$ cat src/rtl/hazard_ctrl.sv
// Pipeline hazard and sequencing controller for the 5-stage RV32I core:
// load-use/control hazard stalls and flushes, EX operand forwarding, multi-cycle unit launch.
module hazard_ctrl #(
  parameter int MC_TIMEOUT = 64,
  parameter int CNT_W      = 32
) (
  input  logic             clk,
  input  logic             rst,
  input  logic [4:0]       Rs1D,
  input  logic [4:0]       Rs2D,
  input  logic [4:0]       Rs1E,
  input  logic [4:0]       Rs2E,
  input  logic [4:0]       RdE,
  input  logic             LoadE,
  input  logic             PCSrcE,
  input  logic             MultiE,
  input  logic             RegWriteM,
  input  logic             RegWriteW,
  input  logic [4:0]       RdM,
  input  logic [4:0]       RdW,
  input  logic             mc_done,
  output logic             StallF,
  output logic             StallD,
  output logic             StallE,
  output logic             FlushD,
  output logic             FlushE,
  output logic             FlushM,
  output logic [1:0]       ForwardAE,
  output logic [1:0]       ForwardBE,
  output logic             mc_start,
  output logic             mc_timeout,
  output logic [CNT_W-1:0] stall_count
);

  localparam int BW = $clog2(MC_TIMEOUT);
  localparam logic [BW-1:0] BUSY_MAX = BW'(MC_TIMEOUT - 1);

  localparam logic [0:0] S_IDLE = 1'b0;
  localparam logic [0:0] S_BUSY = 1'b1;

  logic [0:0]    state;
  logic [BW-1:0] busy_cnt;
  logic          idle, busy, timeout_hit, mc_stall, lw_stall;

  // MEM result takes priority over WB; x0 is hardwired zero and never forwarded.
  function automatic logic [1:0] fwd_sel(input logic [4:0] rs,
                                         input logic we_m, input logic [4:0] rd_m,
                                         input logic we_w, input logic [4:0] rd_w);
    if (we_m && rd_m != 5'd0 && rd_m == rs)      return 2'b10;
    else if (we_w && rd_w != 5'd0 && rd_w == rs) return 2'b01;
    else                                         return 2'b00;
  endfunction

  always_comb begin
    idle        = (state == S_IDLE);
    busy        = (state == S_BUSY);
    timeout_hit = busy && !mc_done && (busy_cnt == BUSY_MAX);
    mc_stall    = (idle && MultiE) || (busy && !mc_done && !timeout_hit);
    lw_stall    = LoadE && (RdE != 5'd0) && ((RdE == Rs1D) || (RdE == Rs2D));
  end

  // NOTE: every output below is assigned on every path, so no latch can be inferred.
  always_comb begin
    StallF    = 1'b0;
    StallD    = 1'b0;
    StallE    = 1'b0;
    FlushD    = 1'b0;
    FlushE    = 1'b0;
    FlushM    = 1'b0;
    mc_start  = 1'b0;
    ForwardAE = 2'b00;
    ForwardBE = 2'b00;
    if (!rst) begin
      StallF    = lw_stall || mc_stall;
      StallD    = lw_stall || mc_stall;
      StallE    = mc_stall;
      FlushM    = mc_stall;
      FlushE    = (lw_stall || PCSrcE) && !mc_stall;
      FlushD    = PCSrcE && !mc_stall;
      mc_start  = idle && MultiE;
      ForwardAE = fwd_sel(Rs1E, RegWriteM, RdM, RegWriteW, RdW);
      ForwardBE = fwd_sel(Rs2E, RegWriteM, RdM, RegWriteW, RdW);
    end
  end

  // NOTE: sequential state uses non-blocking assignments so all registers update together.
  always_ff @(posedge clk) begin
    if (rst) begin
      state       <= S_IDLE;
      busy_cnt    <= '0;
      mc_timeout  <= 1'b0;
      stall_count <= '0;
    end else begin
      case (state)
        S_IDLE: begin
          if (MultiE) begin
            state    <= S_BUSY;
            busy_cnt <= '0;
          end
        end
        S_BUSY: begin
          if (mc_done) begin
            state <= S_IDLE;
          end else if (timeout_hit) begin
            state      <= S_IDLE;
            mc_timeout <= 1'b1;
          end else begin
            busy_cnt <= busy_cnt + 1'b1;
          end
        end
        default: state <= S_IDLE;
      endcase
      if (StallF && stall_count != {CNT_W{1'b1}})
        stall_count <= stall_count + 1'b1;
    end
  end

endmodule

$ cat config.mk
export PLATFORM = sky130hd
export DESIGN_NAME = hazard_ctrl
export DESIGN_NICKNAME = d
export VERILOG_FILES = /design/src/rtl/hazard_ctrl.sv
export SDC_FILE = /design/constraint.sdc
export NUM_CORES = 1
export LEC_CHECK = 0
export CAP_MARGIN = 30
export CELL_PAD_IN_SITES_DETAIL_PLACEMENT = 1
export CELL_PAD_IN_SITES_GLOBAL_PLACEMENT = 2
export CORE_UTILIZATION = 25
export DETAILED_ROUTE_END_ITERATION = 6
export PLACE_DENSITY = 0.86
export RECOVER_POWER = 25
export SLEW_MARGIN = 15
export SYNTH_ARGS = -nofsm -noshare
export SYNTH_HDL_FRONTEND = slang
export SYNTH_SLANG_ARGS = --single-unit
$ cat constraint.sdc
create_clock -name clk -period 2.8 [get_ports clk]
set_input_delay 0.42 -clock clk [delete_from_list [all_inputs] [get_ports clk]]
set_output_delay 0.42 -clock clk [all_outputs]
set_load 0.02 [all_outputs]
==> results.md <==
- Status: complete, no violations
- Post-CTS Repair Setup Buffers: 0
- Min-delay src: mc_timeout
- Max Clock Skew: 8.05 ps
- Layout area overhead: 50.3%
- Slew Limit Fails: 0
- Final-report hold violation count: 0
- Reg clk slew, reported paths: 70 ps
- Critical path, cell by cell: ha_1, and3_4, a311oi_1, a21o_4, nor3b_1, clkdlybuf4s50_1
- Leading area contributor after synthesis: dfxtp_1
- Startpoint type of the worst setup path: flip-flop
- Register area share after synthesis: 0.334
- CP endpoint kind: primary output
- Routability cong.: between 0.7 and 0.8
- # diodes: 0
- Period utilisation layout: 0.954
- Num rows: 35
- Peak VDD IR: roughly 0.22 mV
- Initial antenna violation count: 0
- Ys flop type: dfxtp_1
- # fillers: 1142
- CTS tree: yes
- CP Buf/Inv Count: 1
- Slowest cell on crit path: clkdlybuf4s50_1
- Routing usage on met3: 0.0313
- DRT Pass-1 Iters: 4
- Die Y: 99.9 microns
- TritonCTS Sinks: 40
- Share of cells above drive strength 1: 0.102
- Fin crit period: ~2700 ps
- Crit path required time: roughly 2400 ps
- Post-DP HPWL: 5570 microns
- Root buf cell: clkbuf_8
- Achievable Freq: ~370 MHz
- Worst path max stage delay: 650 ps
- CP top delay family: buffers and inverters
- WL per Instance: approximately 14 microns
- Share of Yosys cell area claimed by the top area cell type: 0.334
- Total power: 1.21 mW
- Vias per cell: 4.67
- Met2 Use GR: 0.285
- Syn_nets: 330
- Num CTS Buffers: 5
- Synthesized area per cell: 8.40 sq um
- Largest cells by area after synthesis: dfxtp_1 (33%), xnor2_1 (16%), nor2_1 (6.9%)
- Worst EP arrival: 2250 ps
- Setup crit start: busy_cnt[0]
- Vias in the first global route: 2583
- Total core area: 9240 sq um
- Rel. slew slack: 0.612
- Yosys Warn Count: 0
- Die width: 99.9 microns
- PD cells: around 340 nW/um^2
- Worst Hold Class: flip-flop to flip-flop
- First-pass GRT wire length: 11700 microns
- Initial Util: 0.259
- Worst-Margin Slew: 578 ps
- Worst R2R Start: busy_cnt[0]
- Async set-reset flop share out of synthesis: 0
- Post-synth EDFFs: 0
- Leakage Power: 1.33 nW
- Tot GR Track Use: 0.146
- Critical path class: flip-flop to primary output
- Synthesized area: 2390 sq um
- Top-count cell post-synth: xnor2_1
- Crit Path Max Fanout: 5
- Largest net degree at the start of global routing: 48
- Syn Inst Count: approximately 290
- Number of library cell types mapped by synthesis: 39
- GRT Max-Usage Layer: met2
- Grt met1 use: 0.158
- GRT overflow: 0
- FF+latch count, synth: 40
- Number of DRC markers in iteration 0: 53
- Max Cap Viol: 0
- # H-tree levels: 2
- Clock Path Buffers: 2
- Top post-synthesis cells by count: xnor2_1 (45), nor2_1 (44), dfxtp_1 (40), nand2_1 (19)
- Nets@finish: 436
- DRC violations left: 0
- RSZ-0062 raised after global routing: false
- Antenna-violating nets left: 0
- Vias post-DR: 2429
- Hold slack: 491 ps
- Setup violations, final: 0
- Routed wire length: 7040 microns
- Ports: 87
- Worst-Skew Late Latency: approximately 290 ps
- Port Buffers: 86
- Die area: 9980 sq um
- Hold buffer count at CTS: 0
worst paths after layout:
kind / to / slack (ps) / cells past startpoint
max reg2reg: stall_count[20] / 190 / 9
min: mc_timeout / 490 / 2
max: FlushD / 130 / 6
min reg2reg: mc_timeout / 490 / 2
state kept, by name, summed over array words and instances (netlist names):
name         count
stall_count     32
busy_cnt         6
busy             1
mc_timeout       1
placed cells by master, fill, tap and decap left out, drive strengths merged, types with 7 or more instances in the layout:
cell           Yosys  layout
nand4              7       7
nor4              13      13
nand3             15      15
xor2              14      14
xnor2             45      45
a21oi              7       7
dlygate4sd3        0      17
or4                7       7
dfxtp             40      40
clkbuf             9       7
nand2             19      19
nor2              44      44
nor3              15      15
clkdlybuf4s50      0      59
buf                3      27
worst reg2reg max path: cells and delay by family, from the launching register on:
kind,cells,cell delay [ps]
simple gates,3,1040
compound gates,4,770
flops,1,340
fa+ha+maj,1,220
buf+inv,1,190
stage by stage:
stage / instances / area (sq um) / setup slack, ps / setup TNS (ps) / utilization
final: 520 / 3600 / 129 / 0 / 0.389
after global routing: 520 / 3600 / 24.1 / 0 / 0.389
after CTS: 520 / 3620 / 1.72 / 0 / 0.391
after detailed placement: 513 / 3540 / -347 / -1050 / 0.383
after global placement: 513 / 3540 / -335 / -895 / 0.383
after floorplan: 285 / 2390 / 322 / 0 / -
routing by layer:
layer  share of wire  wire (microns)  vias to the layer above
met4          0.0084              59                        0
met3           0.037             259                        5
met2            0.53            3720                       43
li1                -               -                     1208
met5               0               0                        -
met1            0.43            3000                     1173
layout make-up:
class	instances	area, sq um	area share
Sequential cell	40	801	0.223
Timing Repair Buffer	111	1040	0.288
Clock buffer	6	72.6	0.0202
Tap cell	129	161	0.0449
Multi-Input combinational cell	231	1520	0.421
Clock inverter	1	5.00	0.00139
Inverter	2	7.51	0.00209
logic make-up (layout without fill, tap and decap cells):
kind of cell               count (synthesis)  in the layout  synth area share
AOI/OAI and AO/OA                         20             20            0.0700
xor gates and xnor gates                  59             59             0.216
adders and majority gates                  2              2            0.0104
buffers and inverters                     14            120            0.0282
DFF                                       40             40             0.334
muxes                                      4              4            0.0178
and+or+nand+nor                          146            146             0.323
report_power, final:
part / switching (mW) / leakage, nW / internal (mW) / total (mW)
logic: 0.120 / 0.969 / 0.138 / 0.258
clock network: 0.203 / 0.0410 / 0.170 / 0.373
registers: 0.00930 / 0.323 / 0.575 / 0.584
total: 0.332 / 1.33 / 0.883 / 1.21
repair_timing:
item	CTS	global route
setup endpoints to repair	5	6
pin swaps	1	1
gates cloned	0	0
gates resized for setup	11	7
Note: power is estimated with default switching activity, not from simulation.
